===== config.mk =====
export PLATFORM = sky130hd
export DESIGN_NAME = mux_n_pipe
export DESIGN_NICKNAME = d
export VERILOG_FILES = /design/src/rtl/mux_n_pipe_pkg.sv /design/src/rtl/mux_n_comb.sv /design/src/rtl/mux_n_pipe.sv
export SDC_FILE = /design/constraint.sdc
export NUM_CORES = 1
export LEC_CHECK = 0
export BUFFER_PORTS_ARGS = -buffer_cell sky130_fd_sc_hd__buf_2
export CORE_ASPECT_RATIO = 1.75
export CORE_MARGIN = 2
export CORE_UTILIZATION = 49
export CTS_BUF_LIST = sky130_fd_sc_hd__clkbuf_8
export CTS_CLUSTER_SIZE = 10
export DETAILED_ROUTE_END_ITERATION = 6
export PLACE_DENSITY_LB_ADDON = 0.2
export SYNTH_ARGS = -nofsm -noshare
export SYNTH_HDL_FRONTEND = slang
export SYNTH_SLANG_ARGS = --single-unit

===== constraint.sdc =====
create_clock -name clk_i -period 2.25 [get_ports clk_i]
set_input_delay 0.45 -clock clk_i [delete_from_list [all_inputs] [get_ports clk_i]]
set_output_delay 0.45 -clock clk_i [all_outputs]
set_load 0.03 [all_outputs]

===== src/rtl/mux_n_pipe_pkg.sv =====
// Shared definitions for the N:1 pipelined word selector: select-width
// derivation, buffer-entry layout and the buffer occupancy encoding.
package mux_n_pipe_pkg;

  // Select width for an N-way choice; never narrower than one bit.
  function automatic int sel_width(input int n);
    return (n <= 2) ? 1 : $clog2(n);
  endfunction

  // A buffered entry is packed as {err, sel, data}, MSB to LSB.
  function automatic int entry_width(input int width, input int sel_w);
    return width + sel_w + 1;
  endfunction

  // Buffer occupancy: nothing held, output reg only, output reg plus skid reg.
  typedef enum logic [1:0] {
    BUF_EMPTY = 2'd0,
    BUF_ONE   = 2'd1,
    BUF_TWO   = 2'd3
  } buf_state_e;

endpackage


===== src/rtl/mux_n_comb.sv =====
// Combinational N:1 word select. A select beyond the last source yields a
// zero word with err set.
module mux_n_comb
  import mux_n_pipe_pkg::*;
#(
  parameter int WIDTH = 32,
  parameter int N_IN  = 4,
  localparam int SEL_W = sel_width(N_IN)
) (
  input  logic [N_IN*WIDTH-1:0] data,
  input  logic [SEL_W-1:0]      sel,
  output logic [WIDTH-1:0]      word,
  output logic                  err
);

  // Scan every legal source; an unmatched select leaves the zero/err defaults.
  always_comb begin
    word = '0;
    err  = 1'b1;
    for (int k = 0; k < N_IN; k++) begin
      if (sel == SEL_W'(k)) begin
        word = data[k*WIDTH +: WIDTH];
        err  = 1'b0;
      end
    end
  end

endmodule


===== src/rtl/mux_n_pipe.sv =====
// N:1 word selector with a registered, back-pressurable output stage made of
// an output register plus one skid register.
//
// Handshake: a transfer happens on a rising edge where valid and ready are
// both high (valid_i & ready_o upstream, valid_o & ready_i downstream).
// valid_o and its payload do not change while valid_o=1 and ready_i=0.
// ready_o is a decode of registered state only, so it never depends
// combinationally on ready_i or valid_i.
module mux_n_pipe
  import mux_n_pipe_pkg::*;
#(
  parameter int WIDTH = 32,
  parameter int N_IN  = 4,
  localparam int SEL_W = sel_width(N_IN)
) (
  input  logic                  clk_i,
  input  logic                  rst_i,
  input  logic                  flush_i,
  input  logic                  valid_i,
  output logic                  ready_o,
  input  logic [N_IN*WIDTH-1:0] data_i,
  input  logic [SEL_W-1:0]      sel_i,
  output logic                  valid_o,
  input  logic                  ready_i,
  output logic [WIDTH-1:0]      data_o,
  output logic [SEL_W-1:0]      sel_o,
  output logic                  err_o
);

  localparam int ENTRY_W = entry_width(WIDTH, SEL_W);

  buf_state_e         state;
  buf_state_e         state_next;
  logic [ENTRY_W-1:0] in_entry;
  logic [ENTRY_W-1:0] out_entry;
  logic [ENTRY_W-1:0] skid_entry;
  logic [WIDTH-1:0]   sel_word;
  logic               sel_err;
  logic               in_fire;
  logic               out_fire;
  logic               load_out;
  logic               load_skid;
  logic               skid_to_out;

  mux_n_comb #(
    .WIDTH (WIDTH),
    .N_IN  (N_IN)
  ) u_mux (
    .data (data_i),
    .sel  (sel_i),
    .word (sel_word),
    .err  (sel_err)
  );

  // The error flag and select travel with the word they produced.
  assign in_entry = {sel_err, sel_i, sel_word};

  assign ready_o  = (state != BUF_TWO);
  assign valid_o  = (state != BUF_EMPTY);
  assign in_fire  = valid_i & ready_o;
  assign out_fire = valid_o & ready_i;

  assign {err_o, sel_o, data_o} = out_entry;

  // Occupancy register; reset and flush both empty the stage.
  always_ff @(posedge clk_i) begin
    if (rst_i || flush_i) begin
      state <= BUF_EMPTY;
    end else begin
      state <= state_next;
    end
  end

  // Next occupancy and which register loads from where.
  always_comb begin
    state_next  = state;
    load_out    = 1'b0;
    load_skid   = 1'b0;
    skid_to_out = 1'b0;
    unique case (state)
      BUF_EMPTY: begin
        if (in_fire) begin
          state_next = BUF_ONE;
          load_out   = 1'b1;
        end
      end
      BUF_ONE: begin
        if (out_fire && in_fire) begin
          // Pass-through: the output reg reloads in place, valid_o stays high.
          load_out = 1'b1;
        end else if (out_fire) begin
          state_next = BUF_EMPTY;
        end else if (in_fire) begin
          // Downstream stalled while a new word arrived: park it in the skid.
          state_next = BUF_TWO;
          load_skid  = 1'b1;
        end
      end
      BUF_TWO: begin
        // ready_o is low here, so only the skid-to-output move is possible.
        if (out_fire) begin
          state_next  = BUF_ONE;
          skid_to_out = 1'b1;
        end
      end
      default: begin
        state_next = BUF_EMPTY;
      end
    endcase
  end

  // Payload registers; the output reg holds its value when nothing loads.
  always_ff @(posedge clk_i) begin
    if (rst_i || flush_i) begin
      out_entry  <= '0;
      skid_entry <= '0;
    end else begin
      if (load_out) begin
        out_entry <= in_entry;
      end else if (skid_to_out) begin
        out_entry <= skid_entry;
      end
      if (load_skid) begin
        skid_entry <= in_entry;
      end
    end
  end

endmodule


==> impl_results.md, run 1 <==
- Hold Buf Count CTS: 0
- Leak pwr: 0.00200 uW
- Die Y: 122 um
- Share of the synthesized area in the top cell type: 37.3%
- Worst EP required: 1.80 ns
- Pwr Density: 602 nW/um^2
- CP top delay family: buffers and inverters
- Wire per inst: 15.2 um
- Core Rows: 42
- Hold Crit Class: input pin to register
- TritonCTS clock tree: built
- Final hold vios: 0
- Vias in the first global route: 3703
- # placed instances: 647
- Routed Antenna Nets: 0
- Post-place setup slack: 0.398 ns
- Largest net degree at the start of global routing: 70
- Initial DRC count: 224
- Most frequent cell after synthesis: nand2_1
- Initial antenna violation count: 1
- Core Region: 7620 um^2
- CTS root buffer: clkbuf_8
- Worst path cell trace: ha_2, buf_4, inv_1, buf_2
- Yosys Warn Count: 0
- Worst setup path category: register to output port
- # resized after CTS: 0
- Top post-synthesis cells by area: dfxtp_1 (37%), mux4_2 (19%), nand2_1 (10%)
- Slew @ Worst Pin: 0.560 ns
- Min Tclk post-route: 2.07 ns
- Register area share after synthesis: 37.3%
- CP peak stage delay: 0.39 ns
- Register bit total from synthesis: 72
- Total Die Area: 8640 um^2
- CP arrival: 1.62 ns
- Total wire length: 10100 um
- Top FF cell, synth: dfxtp_1
- Die X: 71.1 um
- HPWL Detailed: 7030 um
- Final WS setup: 0.180 ns
- Max Slew Vio Count: 0
- Cell taking the most area after synthesis: dfxtp_1
- Vias after detailed routing: 3764
- Startpoint types: register
- RSZ-0062 raised after global routing: false
- # H-tree levels: 3
- Vias per Instance: 5.67
- Setup TNS: 0 ns
- Final Non-Filler Cells: 664
- Synthesized cell area: 3870 um^2
- Endpoints failing setup: 0
- Cells after Synth: 419
- Io pins: 172
- Fin nets: 710
- First-pass GRT wire length: 16800 um
- Fmax achieved: 483 MHz
- Number of port buffers: 171
- Initial Util: 50.7%
- GR Util All Layers: 24.2%
- Slew margin rel.: 62.7%
- Synth unique cells: 29
- Num CTS Buffers: 9
- Fin Hold WS: 0.366 ns
- Area added between synthesis and finish: 25.8%
- Clock net sink count: 72
- Crit end category: output port
- Max IR drop VDD: 370 uV
- Commonest cells post-synth: nand2_1 (106), dfxtp_1 (72), nand3_1 (37)
- Critical path fanouts, max: 19
- Total power: 2930 uW
- GRT overflow: 0
- TritonRoute pass-1 iters: 4
- DRC: 0
- Layout cell share with drive strength beyond 1: 40.7%
- Synthesized area per cell: 9.23 um^2
- Status: finished clean
- Worst skew pair latency: 0.35 ns
- Clk pin slew, worst setup/hold paths: 0.06 ns
- Final Skew: 0.00844 ns
- Syn_nets: 559
- Longest Clk Path Bufs: 2
- Gp weighted congestion: 0.785
- Post-synth ARST share: 0%
- Period Utilization, post-route: 92.0%
- CP max-delay cell: dfxtp_1
- Post-synth EDFFs: 0
- Critical path buffers and inverters: 3
- Max Cap Viol: 0
- Setup bufs post-CTS: 0
[cell usage in the layout (no fill, tap or decap), drive strengths merged]
cell type  count
nand2        107
or2            1
nand3b         1
and3           2
nand2b         2
inv            6
nor2          36
clkinvlp       1
nand4          1
nor2b          2
mux2i          1
or3            1
ha             5
diode          1
dfxtp         72
o221ai         1
o31ai          1
a21oi         35
a211o          1
and2           1
nand3         37
clkinv         1
clkbuf        12
buf          182
a311oi        34
mux4          32
[metal layers]
| layer | share of wire [%] | routed length (um) | track usage (%) |
|---|---|---|---|
| met2 | 52 | 5220 | 41.1 |
| met5 | 0 | 0 | 0 |
| met1 | 40 | 4020 | 29.4 |
| met4 | 1.6 | 157 | 8.14 |
| met3 | 7.1 | 722 | 6.40 |
[layout make-up]
cell class	count	area [um^2]
Clock inverter	4	20.0
Antenna cell	1	2.50
Inverter	4	15.0
Sequential cell	72	1440
Timing Repair Buffer	182	988
Multi-Input combinational cell	301	2120
Tap cell	88	110
Fill cell	650	2760
Clock buffer	12	165
[flip-flops by register name, indices dropped and copies added (netlist names)]
register / count
skid_entry: 35
out_entry: 35
state: 2
[final timing paths]
path,start,to,slack [ns],cells after the start
min,rst_i,out_entry[34]$_SDFFE_PP0P_,0.37,4
max reg2reg,state[0]$_SDFFE_PP0P_,out_entry[28]$_SDFFE_PP0P_,0.38,6
max,state[0]$_SDFFE_PP0P_,ready_o,0.18,4
min reg2reg,skid_entry[1]$_SDFFE_PP0P_,skid_entry[1]$_SDFFE_PP0P_,0.46,2
[tightest hold or removal path: cells and delay by family]
family / cells / cell delay (ns)
buf+inv: 1 / 0.08
compound gates: 1 / 0.03
simple gates: 2 / 0.10
[logic make-up (layout without fill, tap and decap cells)]
family | count (synthesis) | in the layout | share of synthesized area (%)
AND/OR/NAND/NOR | 191 | 191 | 20.9
AO/OA/AOI/OAI | 72 | 72 | 13.3
flip-flops | 72 | 72 | 37.3
buffers and inverters | 46 | 202 | 7.93
multiplexers | 33 | 33 | 18.9
adder cells (fa/ha/maj) | 5 | 5 | 1.62
other | 0 | 1 | 0
[report_power, final]
part / internal, uW / switching, uW
logic: 284 / 352
clock network: 481 / 462
registers: 1320 / 26.1
total: 2090 / 841
[through the flow]
stage / utilization (%) / cell area, um^2
global route: 63.8 / 4860
detailed placement: 61.4 / 4680
CTS: 63.8 / 4860
global placement: 61.4 / 4680
floorplan: - / 3870
finish: 63.8 / 4860
No activity file was read; power rests on OpenSTA's default activity.
==> inputs of run 2 (changes only) <==
- CORE_UTILIZATION: 49 -> 45
==> run 2 against run 1 <==
Compared with the run above: clock power rose by 11%; hold slack improved by 0.039 ns; global-route usage fell by 1.4 points; register-to-register slack got worse by 0.098 ns; clock skew fell by 0.0035 ns; critical path depth rose by 3; power rose by 3.9%; critical endpoint is now state[1]$_SDFFE_PP0P_; largest cell class unchanged.
==> impl_results.md, run 2 (synthesis results as in run 1) <==
- Final Non-Filler Cells: 694 (was 664)
- Gp weighted congestion: 0.753 (was 0.785)
- Slew margin rel.: 71.7% (was 62.7%)
- Io pins: 172 (unchanged)
- Leak pwr: 0.00203 uW (was 0.00200 uW)
- Core Region: 8310 um^2 (was 7620 um^2)
- Setup bufs post-CTS: 0 (unchanged)
- # resized after CTS: 0 (unchanged)
- Total wire length: 10500 um (was 10100 um)
- Total Die Area: 9380 um^2 (was 8640 um^2)
- Die Y: 127 um (was 122 um)
- Pwr Density: 615 nW/um^2 (was 602 nW/um^2)
- Max Cap Viol: 0 (unchanged)
- TritonRoute pass-1 iters: 5 (was 4)
- Most common cell after layout, fill and taps aside: buf_2 (unchanged)
- Initial Util: 46.5% (was 50.7%)
- Initial antenna violation count: 0 (was 1)
- Clock share of power: 34.4% (was 32.2%)
- Routed Antenna Nets: 0 (unchanged)
- Wire per inst: 15.2 um (about the same)
- Pint: 2200 uW (was 2090 uW)
- Period Utilization, post-route: 87.5% (was 92.0%)
- Max Slew Vio Count: 0 (unchanged)
- HPWL Detailed: 7790 um (was 7030 um)
- Clock net sink count: 72 (unchanged)
- Total power: 3040 uW (was 2930 uW)
- Fin Hold WS: 0.405 ns (was 0.366 ns)
- Seq pwr share: 44.3% (was 46.0%)
- Initial DRC count: 182 (was 224)
- Fin nets: 715 (was 710)
- GR Util All Layers: 22.8% (was 24.2%)
- Core Rows: 44 (was 42)
- Most frequent cells in the layout: buf_2 (171), nand2_1 (106), dfxtp_1 (72), nand3_1 (37), nor2_1 (36) (unchanged)
- Slew @ Worst Pin: 0.424 ns (was 0.560 ns)
- Critical path fanouts, max: 12 (was 19)
- Die X: 74.1 um (was 71.1 um)
- CP arrival: 2.22 ns (was 1.62 ns)
- Vias after detailed routing: 3743 (was 3764)
- Setup TNS: 0 ns (unchanged)
- Endpoints failing setup: 0 (unchanged)
- Layout cell share with drive strength beyond 1: 41.5% (was 40.7%)
- Min Tclk post-route: 1.97 ns (was 2.07 ns)
- Vias per Instance: 5.39 (was 5.67)
- RSZ-0062 raised after global routing: false (unchanged)
- Worst skew pair latency: 0.34 ns (was 0.35 ns)
- Num CTS Buffers: 9 (unchanged)
- Startpoint types: register (unchanged)
- Max IR drop VDD: 388 uV (was 370 uV)
- # H-tree levels: 3 (unchanged)
- Hold Crit Class: input pin to register (unchanged)
- Largest net degree at the start of global routing: 49 (was 70)
- Sw power: 838 uW (was 841 uW)
- GRT overflow: 0 (unchanged)
- Number of port buffers: 171 (unchanged)
- Ant diodes: 0 (was 1)
- Worst EP required: 2.51 ns (was 1.80 ns)
- Final hold vios: 0 (unchanged)
- Gate power share: 21.3% (was 21.7%)
- Fmax achieved: 508 MHz (was 483 MHz)
- Crit end category: register (was output port)
- TritonCTS clock tree: built (unchanged)
- # placed instances: 679 (was 647)
- Status: finished clean (unchanged)
- DRC: 0 (unchanged)
- CTS root buffer: clkbuf_8 (unchanged)
- Clk pin slew, worst setup/hold paths: 0.07 ns (was 0.06 ns)
- Worst setup path category: register to register (was register to output port)
- First-pass GRT wire length: 16800 um (about the same)
- Final Skew: 0.00495 ns (was 0.00844 ns)
- Vias in the first global route: 3626 (was 3703)
- Area added between synthesis and finish: 27.8% (was 25.8%)
- Top flop regs: out_entry: 35 flops, skid_entry: 35 flops, state: 2 flops (unchanged)
- Net switching share of the total power: 27.5% (was 28.7%)
- Longest Clk Path Bufs: 2 (unchanged)
- Hold Buf Count CTS: 0 (unchanged)
-- run 2: cell types whose count changed in the layout (fill, tap and decap cells not counted), sizes merged --
cell      change
buf           +5
bufinv        +1
clkinv        +1
clkinvlp      -1
diode         -1
inv           -2
-- run 2: path summary, 6_finish.rpt --
kind / startpoint / slack [ns] / cells past startpoint / to
worst min-delay path: rst_i / 0.40 / 4 / out_entry[34]$_SDFFE_PP0P_
worst max-delay path: state[0]$_SDFFE_PP0P_ / 0.28 / 7 / state[1]$_SDFFE_PP0P_
worst min register to register: skid_entry[30]$_SDFFE_PP0P_ / 0.46 / 2 / skid_entry[30]$_SDFFE_PP0P_
worst max register to register: state[0]$_SDFFE_PP0P_ / 0.28 / 7 / state[1]$_SDFFE_PP0P_
-- run 2: cell type report --
class	instances	area, um^2
Sequential cell	72	1440
Clock inverter	3	40.0
Tap cell	115	144
Fill cell	769	3370
Clock buffer	12	165
Inverter	4	15.0
Timing Repair Buffer	187	1010
Multi-Input combinational cell	301	2120
-- run 2: power groups by stage --
stage / registers, uW / clock network, uW / logic [uW]
global route: 1350 / 1120 / 705
CTS: 1350 / 1060 / 652
finish: 1350 / 1050 / 647
detailed placement: 1380 / 0 / 650
global placement: 1370 / 0 / 632
floorplan: 1450 / 0 / 369
-- run 2: critical path: stages, from the launching register on --
cell,delay (ns)
dfxtp_1,0.39
inv_1,0.11
ha_1,0.30
nor2b_4,0.35
buf_4,0.25
nand3_1,0.10
and2_1,0.19
o31ai_1,0.19
-- run 2: stage by stage --
step                worst slack [ns]  cell area (um^2)  util, %
floorplan                      0.564              3870        -
global placement               0.430              4730     57.0
detailed placement             0.318              4730     57.0
CTS                            0.301              4940     59.4
global route                   0.168              4940     59.4
finish                         0.282              4940     59.4
-- run 2: per-layer routing --
| layer | global-route usage (%) | vias up | wire length [um] |
|---|---|---|---|
| met1 | 26.8 | 1772 | 4060 |
| met4 | 7.27 | 0 | 144 |
| met5 | 0 | - | 0 |
| li1 | - | 1813 | - |
| met2 | 40.5 | 147 | 5650 |
| met3 | 4.53 | 11 | 690 |
